$ cat src/rtl/instr_fetch_ctrl.sv
// Fetch-stage controller: drives the instruction memory address, captures the
// returned word one cycle later and queues it with its PC in a 2-entry FIFO.
module instr_fetch_ctrl #(
  parameter int unsigned                PROG_CTR_WID = 8,
  parameter logic [PROG_CTR_WID-1:0]    RESET_VECTOR = '0
) (
  input  logic                    clk,
  input  logic                    rst_n,
  output logic [PROG_CTR_WID-1:0] prog_ctr,
  input  logic [15:0]             instr_mem_out,
  output logic [15:0]             instr_out,
  output logic [PROG_CTR_WID-1:0] instr_pc,
  output logic                    instr_valid,
  input  logic                    instr_ready,
  input  logic                    branch_taken,
  input  logic [PROG_CTR_WID-1:0] branch_target,
  input  logic                    halt
);

  localparam int unsigned INSTR_WID = 16;

  logic                    inflight, inflight_d;
  logic [PROG_CTR_WID-1:0] inflight_pc, inflight_pc_d;
  logic [PROG_CTR_WID-1:0] prog_ctr_d;
  logic [INSTR_WID-1:0]    tail_data, tail_data_d, head_data_d;
  logic [PROG_CTR_WID-1:0] tail_pc, tail_pc_d, head_pc_d;
  logic                    tail_valid, tail_valid_d, head_valid_d;

  logic       pop_c, push_c, issue_c;
  logic [2:0] occupancy_c;

  // Head entry of the FIFO is the output register set itself.
  assign pop_c       = instr_valid && instr_ready;
  assign push_c      = inflight && !branch_taken;
  assign occupancy_c = 3'(instr_valid) + 3'(tail_valid) + 3'(inflight);
  assign issue_c     = !halt && !branch_taken && (occupancy_c < (3'd2 + 3'(pop_c)));

  // Fetch address and in-flight tracking.
  always_comb begin
    prog_ctr_d    = prog_ctr;
    inflight_d    = issue_c;
    inflight_pc_d = inflight_pc;
    if (branch_taken) begin
      prog_ctr_d = branch_target;
    end else if (issue_c) begin
      prog_ctr_d    = prog_ctr + PROG_CTR_WID'(1);
      inflight_pc_d = prog_ctr;
    end
  end

  // FIFO update: pop shifts tail to head, push fills the first free slot.
  always_comb begin
    head_data_d  = instr_out;
    head_pc_d    = instr_pc;
    head_valid_d = instr_valid;
    tail_data_d  = tail_data;
    tail_pc_d    = tail_pc;
    tail_valid_d = tail_valid;
    if (branch_taken) begin
      head_valid_d = 1'b0;
      tail_valid_d = 1'b0;
    end else begin
      if (pop_c) begin
        if (tail_valid) begin
          head_data_d = tail_data;
          head_pc_d   = tail_pc;
        end
        head_valid_d = tail_valid;
        tail_valid_d = 1'b0;
      end
      if (push_c) begin
        if (!head_valid_d) begin
          head_data_d  = instr_mem_out;
          head_pc_d    = inflight_pc;
          head_valid_d = 1'b1;
        end else begin
          tail_data_d  = instr_mem_out;
          tail_pc_d    = inflight_pc;
          tail_valid_d = 1'b1;
        end
      end
    end
  end

  always_ff @(posedge clk or negedge rst_n) begin
    if (!rst_n) begin
      prog_ctr    <= RESET_VECTOR;
      inflight    <= 1'b0;
      inflight_pc <= '0;
      instr_out   <= '0;
      instr_pc    <= '0;
      instr_valid <= 1'b0;
      tail_data   <= '0;
      tail_pc     <= '0;
      tail_valid  <= 1'b0;
    end else begin
      prog_ctr    <= prog_ctr_d;
      inflight    <= inflight_d;
      inflight_pc <= inflight_pc_d;
      instr_out   <= head_data_d;
      instr_pc    <= head_pc_d;
      instr_valid <= head_valid_d;
      tail_data   <= tail_data_d;
      tail_pc     <= tail_pc_d;
      tail_valid  <= tail_valid_d;
    end
  end

  // Issue accounting must never let a returning word hit a full FIFO.
  a_no_overflow : assert property (@(posedge clk) disable iff (!rst_n)
    !(push_c && tail_valid && !pop_c))
    else $error("instr_fetch_ctrl fifo overflow");

endmodule

$ cat config.mk
export PLATFORM = sky130hd
export DESIGN_NAME = instr_fetch_ctrl
export DESIGN_NICKNAME = d
export VERILOG_FILES = /design/src/rtl/instr_fetch_ctrl.sv
export SDC_FILE = /design/constraint.sdc
export NUM_CORES = 1
export LEC_CHECK = 0
export BUFFER_PORTS_ARGS = -buffer_cell sky130_fd_sc_hd__buf_2
export CAP_MARGIN = 40
export CORE_MARGIN = 3
export CORE_UTILIZATION = 30
export CTS_CLUSTER_DIAMETER = 30
export CTS_CLUSTER_SIZE = 10
export DETAILED_ROUTE_END_ITERATION = 7
export HOLD_SLACK_MARGIN = 0.08
export PLACE_DENSITY = 0.53
export SLEW_MARGIN = 10
export SYNTH_ARGS = -nofsm -noshare
export SYNTH_HDL_FRONTEND = slang
export SYNTH_SLANG_ARGS = --single-unit
$ cat constraint.sdc
create_clock -name clk -period 2.6 [get_ports clk]
set_clock_uncertainty 0.2 [all_clocks]
set_input_delay 0.26 -clock clk [delete_from_list [all_inputs] [get_ports clk]]
set_output_delay 0.26 -clock clk [all_outputs]
set_load 0.02 [all_outputs]
==> results of run 1 <==
[worst reg2reg max path, cell delays in order (launching register included)]
cell	delay (ns)
dfrtp_1	0.43
fa_1	0.44
nand3b_4	0.21
a21oi_2	0.17
and2b_1	0.37
mux2_1	0.36
[cell type report]
type | count | area, um^2
Clock inverter | 6 | 113
Multi-Input combinational cell | 156 | 1210
Fill cell | 927 | 5470
Clock buffer | 10 | 138
Timing Repair Buffer | 98 | 673
Tap cell | 129 | 161
Sequential cell | 67 | 1680
Inverter | 4 | 15.0
[cells in the final DEF, fill, tap and decap left out, types with 2 or more instances in the layout]
cell,Yosys,routed
a21oi_1,3,3
xnor2_1,5,5
a2111oi_2,2,2
o22a_1,6,6
mux2_2,18,18
clkbuf_8,0,10
dlygate4sd3_1,0,26
nor2_1,5,5
buf_4,3,9
buf_2,5,61
nand2_1,31,31
nand4_1,2,2
bufinv_16,0,3
mux2i_1,22,22
dfrtp_1,67,67
clkinv_4,0,2
mux2_1,14,14
o21ai_0,2,2
inv_1,4,4
a211oi_1,3,3
buf_12,0,2
nand3_1,4,4
o21ai_1,25,25
[logic make-up after synthesis]
logic type,share of synthesized area
buffers and inverters,0.0324
and+or+nand+nor,0.0811
AOI/OAI and AO/OA,0.103
muxes,0.195
xor gates and xnor gates,0.0147
DFF,0.563
adders and majority gates,0.0109
[cell usage after synthesis]
library cell   n
nand3_1        4
mux2i_1       22
a211oi_2       1
and2b_1        1
o22a_1         6
nor2_1         5
clkbuf_1       3
a211o_1        1
nand2b_1       1
nand3_2        1
a211oi_1       3
dfrtp_1       67
o21ai_0        2
a21oi_1        3
a2111oi_2      2
nor3_4         1
buf_6          2
fa_1           1
or2_1          1
inv_1          4
a21oi_2        1
nand4_1        2
ha_1           1
a311o_1        1
nand3b_4       1
nand2_1       31
nor3b_1        1
a221o_1        1
xnor2_1        5
mux2_2        18
buf_4          3
o21ai_1       25
buf_2          5
mux2_1        14
[flip-flops by register name (all words and copies together), names as in the netlist]
register	cells
inflight	1
inflight_pc	8
instr_out	16
instr_pc	8
instr_valid	1
prog_ctr	8
tail_data	16
tail_pc	8
tail_valid	1
[report_power, final]
group / switching, mW / internal, mW
combinational: 0.321 / 0.271
clock: 0.403 / 0.665
sequential: 0.123 / 1.24
total: 0.847 / 2.18
[timing repair]
item / 4_1_cts / 5_1_grt
endpoints found under the hold margin: 107 / 0
hold buffers: 26 / 0
endpoints found under the setup margin: 0 / 0
[metal layers]
metal  global-route usage  vias to the layer above  share of wire
met5                    0                        -              0
met4               0.0611                        0          0.019
met3               0.0257                       10          0.044
met2                0.193                       42           0.46
met1                0.164                     1034           0.47
li1                     -                     1050              -
[worst paths after layout]
check	start	to	cells past startpoint
setup reg to reg	tail_valid$_DFF_PN0_	inflight_pc[5]$_DFFE_PN0P_	5
hold reg to reg	instr_out[14]$_DFFE_PN0N_	instr_out[14]$_DFFE_PN0N_	1
min in group asynchronous	rst_n	prog_ctr[1]$_DFFE_PN0P_	3
max in group asynchronous	rst_n	instr_out[14]$_DFFE_PN0N_	3
setup / recovery	tail_valid$_DFF_PN0_	inflight_pc[5]$_DFFE_PN0P_	5
hold / removal	instr_ready	tail_valid$_DFF_PN0_	4
[metrics by stage]
step                      hold WS [ns]  power, mW
after floorplan                 -0.236       1.72
after global placement           0.215       1.95
after detailed placement        -0.123       1.96
after CTS                        0.123       3.08
after global routing             0.182       3.20
final                            0.135       3.03
==> metrics.txt, run 1 <==
status=complete, no violations; Worst path max stage delay=about 0.44 ns; antenna viol nets, final=0; Post-CTS Resized=0; Rel. slew slack=0.728; Ys Warns=0; Worst setup SP type=register; worst skew pair latency=about 0.33 ns; Min-Delay Path Class=in2reg; Avg Inst Size Synth=between 10 and 15 um^2; Initial DRC Count=49; H-tree depth=3; initial antenna violation count=0; Inserted Clock Buffers=9; ant diodes=0; Clock Tree Root=clkbuf_8; Synth top area share=0.563; die area=roughly 0.011 mm^2; post-synth net total=around 270; first-pass GRT wire length=11.0 mm; RSZ-0062 raised after global routing=no; Syn Std Cell Area=about 0.0030 mm^2; Design Area, Final=0.00399 mm^2; drt total wl=between 6 and 7 mm; kind of critical path=reg2reg; Min Clock Period, post-route=~2.3 ns; core box area=0.00946 mm^2; Final Hold Vio Count=0; worst-margin pin slew=0.409 ns; clock-pin transition on the worst setup and hold timing paths=0.07 ns; Sink Count=67; post-CTS setup repair buffer count=0; Slew Viols, Final=0; Final Util=0.422; synth top area cells=dfrtp_1 (56%), mux2i_1 (7.4%), mux2_2 (6.8%); post-detail-place hpwl=4.31 mm; power density over the cells=759 mW/mm^2; worst setup margin=between 0.3 and 0.4 ns; synth unique cells=34; R2R Setup Slk=about 0.31 ns; Fmax=roughly 440 MHz; area delta synth->final=34.0%; largest net degree at the start of global routing=43; gr usage total=0.124; Worst Path Buf+Inv=0; Crit path max-delay family=simple AND/OR/NAND/NOR gates; post-synth top area cell=dfrtp_1; Initial Util=0.315; CP required=about 2.6 ns; placed insts=around 430; post-synthesis sequential area ratio=0.563; Die Wd=around 110 um; post-synthesis register bit count=67; CP max stage cell=fa_1; TritonCTS clock tree=built; WL per Instance=~13 um; share of cells above drive strength 1=0.331; via-per-instance ratio=~4.5; MaxCap Viol Count=0; critical path cell sequence=fa_1 -> nand3b_4 -> a21oi_2 -> and2b_1 -> mux2_1; final cell count without fillers=470; DRC Markers=0; gate count after technology mapping=240; gp weighted congestion=between 0.7 and 0.8; die extent in y=106 um; fin crit share=0.881; VDD IR max=0.248 mV; DRT Pass-1 Iters=4; worst-path fanout max=9; Vias=approximately 2,100; CP endpoint kind=register; GR Overflow Total=0; pre-CTS WS=between 0.3 and 0.4 ns; Setup-failing EPs final=0; Leak=1.98 nW; dpl cell area=about 0.0035 mm^2; final net count=367; Rows=35; setup tns final=0 ns; I/O pin cnt=62; crit path DAT=2.31 ns; vias in the first global route=around 2,200; Max Buffers Root-to-Sink=2; IO Port Bufs=about 60
Note: power is estimated with default switching activity, not from simulation.
==> inputs of run 2 (changes only) <==
Settings changed: CORE_ASPECT_RATIO from default to 0.75.
==> metrics.txt, run 2 (same netlist as run 1, synthesis figures left out) <==
clock-pin transition on the worst setup and hold timing paths=0.05 ns; CP endpoint kind=register; share of cells above drive strength 1=0.322; GR Overflow Total=0; drt total wl=~6.3 mm; antenna viol nets, final=0; core box area=slightly above 0.009 mm^2; gp weighted congestion=roughly 0.73; power density over the cells=776 mW/mm^2; worst-path fanout max=9; status=complete, no violations; Pint=2.26 mW; Min-Delay Path Class=in2reg; biggest regs=instr_out x16, tail_data x16; clock share of power=0.371; logic gate share of total power=0.189; die extent in y=between 90 and 100 um; H-tree depth=3; die area=0.0112 mm^2; Max Buffers Root-to-Sink=2; MaxCap Viol Count=0; Initial Util=0.318; Die Wd=approximately 120 um; worst-margin pin slew=about 0.66 ns; switching share of total power=0.274; Worst path max stage delay=0.48 ns; Sink Count=67; area delta synth->final=34.8%; Initial DRC Count=between 50 and 60; most frequent cells in the layout=dfrtp_1 (67), buf_2 (61), nand2_1 (31), dlygate4sd3_1 (26), o21ai_1 (25); setup tns final=0 ns; Final Hold Vio Count=0; Crit path max-delay family=simple AND/OR/NAND/NOR gates; crit path DAT=approximately 2.3 ns; Setup-failing EPs final=0; critical path cell sequence=fa_1 -> nand3b_4 -> a21oi_2 -> and2b_1 -> mux2_1; vias in the first global route=roughly 2,200; DRC Markers=0; Worst Path Buf+Inv=0; Clock Tree Root=clkbuf_16; WL per Instance=13.5 um; initial antenna violation count=0; pre-CTS WS=0.298 ns; CP required=2.60 ns; via-per-instance ratio=~4.5; Inserted Clock Buffers=9; most common cell after layout, fill and taps aside=dfrtp_1; ant diodes=0; Slew Viols, Final=0; post-CTS setup repair buffer count=0; worst setup margin=0.292 ns; post-detail-place hpwl=approximately 4.4 mm; IO Port Bufs=between 60 and 70; gr usage total=0.127; TritonCTS clock tree=built; multi-input logic area=0.00121 mm^2; DRT Pass-1 Iters=4; VDD IR max=0.290 mV; Worst setup SP type=register; final net count=~370; Min Clock Period, post-route=2.31 ns; fin crit share=0.888; kind of critical path=reg2reg; Rows=30; RSZ-0062 raised after global routing=no; Leak=approximately 2.0 nW; switching power=0.853 mW; sequential share of power=0.440; first-pass GRT wire length=~11 mm; Vias=about 2,100; Rel. slew slack=0.559; I/O pin cnt=62; Fmax=between 400 and 500 MHz; worst skew pair latency=0.32 ns; Fillers=905; largest net degree at the start of global routing=between 40 and 50; CP max stage cell=fa_1; sequential cell area=0.00168 mm^2
## run 2: repair_timing
action,CTS,global route
endpoints found under the setup margin,0,0
hold buffers,26,0
endpoints found under the hold margin,65,0
gates resized for setup,0,0
## run 2: layout make-up
cell class                      count  share of cell area
Sequential cell                    67               0.418
Multi-Input combinational cell    156               0.302
Timing Repair Buffer               96               0.164
Clock buffer                       15              0.0717
Tap cell                          128              0.0399
Inverter                            4             0.00374
Clock inverter                      1             0.00125
## run 2: final timing paths
check / endpoint / start / cells past startpoint / slack, ns
min: tail_valid$_DFF_PN0_ / instr_ready / 4 / 0.15
max: inflight_pc[4]$_DFFE_PN0P_ / instr_valid$_DFF_PN0_ / 5 / 0.29
max reg2reg: inflight_pc[4]$_DFFE_PN0P_ / instr_valid$_DFF_PN0_ / 5 / 0.29
min in group asynchronous: tail_data[11]$_DFFE_PN0P_ / rst_n / 2 / 0.30
max in group asynchronous: inflight_pc[3]$_DFFE_PN0P_ / rst_n / 3 / 1.21
min reg2reg: tail_data[9]$_DFFE_PN0P_ / tail_data[9]$_DFFE_PN0P_ / 1 / 0.28
## run 2: per-stage QoR
step                      power, mW  cell area (um^2)   util  std cells  hold WS [ns]
after floorplan                1.72              2980      -        240        -0.236
after global placement         1.94              3460  0.370        425         0.131
after detailed placement       1.96              3460  0.370        425         0.136
after CTS                      3.17              4010  0.429        467         0.139
after global routing           3.31              4010  0.429        467         0.194
final                          3.12              4010  0.429        467         0.150
## run 2: worst reg2reg max path: cells and delay by family (launching register included)
family | cells | cell delay, ns
multiplexers | 1 | 0.36
AO/OA/AOI/OAI | 1 | 0.16
adder cells (fa/ha/maj) | 1 | 0.48
flip-flops | 1 | 0.40
AND/OR/NAND/NOR | 2 | 0.58
## run 2: power groups by stage
stage	sequential [mW]	combinational (mW)	clock (mW)
2_1_floorplan	1.49	0.236	0
4_1_cts	1.37	0.602	1.20
6_report	1.37	0.589	1.16
3_5_place_dp	1.39	0.571	0
3_3_place_gp	1.38	0.560	0
5_1_grt	1.40	0.655	1.25
## run 2: routing by layer
layer	wire, um	vias to the layer above	part of all wire	global-route usage
met5	0	-	0	0
met3	346	8	0.055	0.0567
li1	-	1038	-	-
met2	2960	55	0.47	0.201
met4	76	0	0.012	0.0349
met1	2930	1021	0.46	0.157
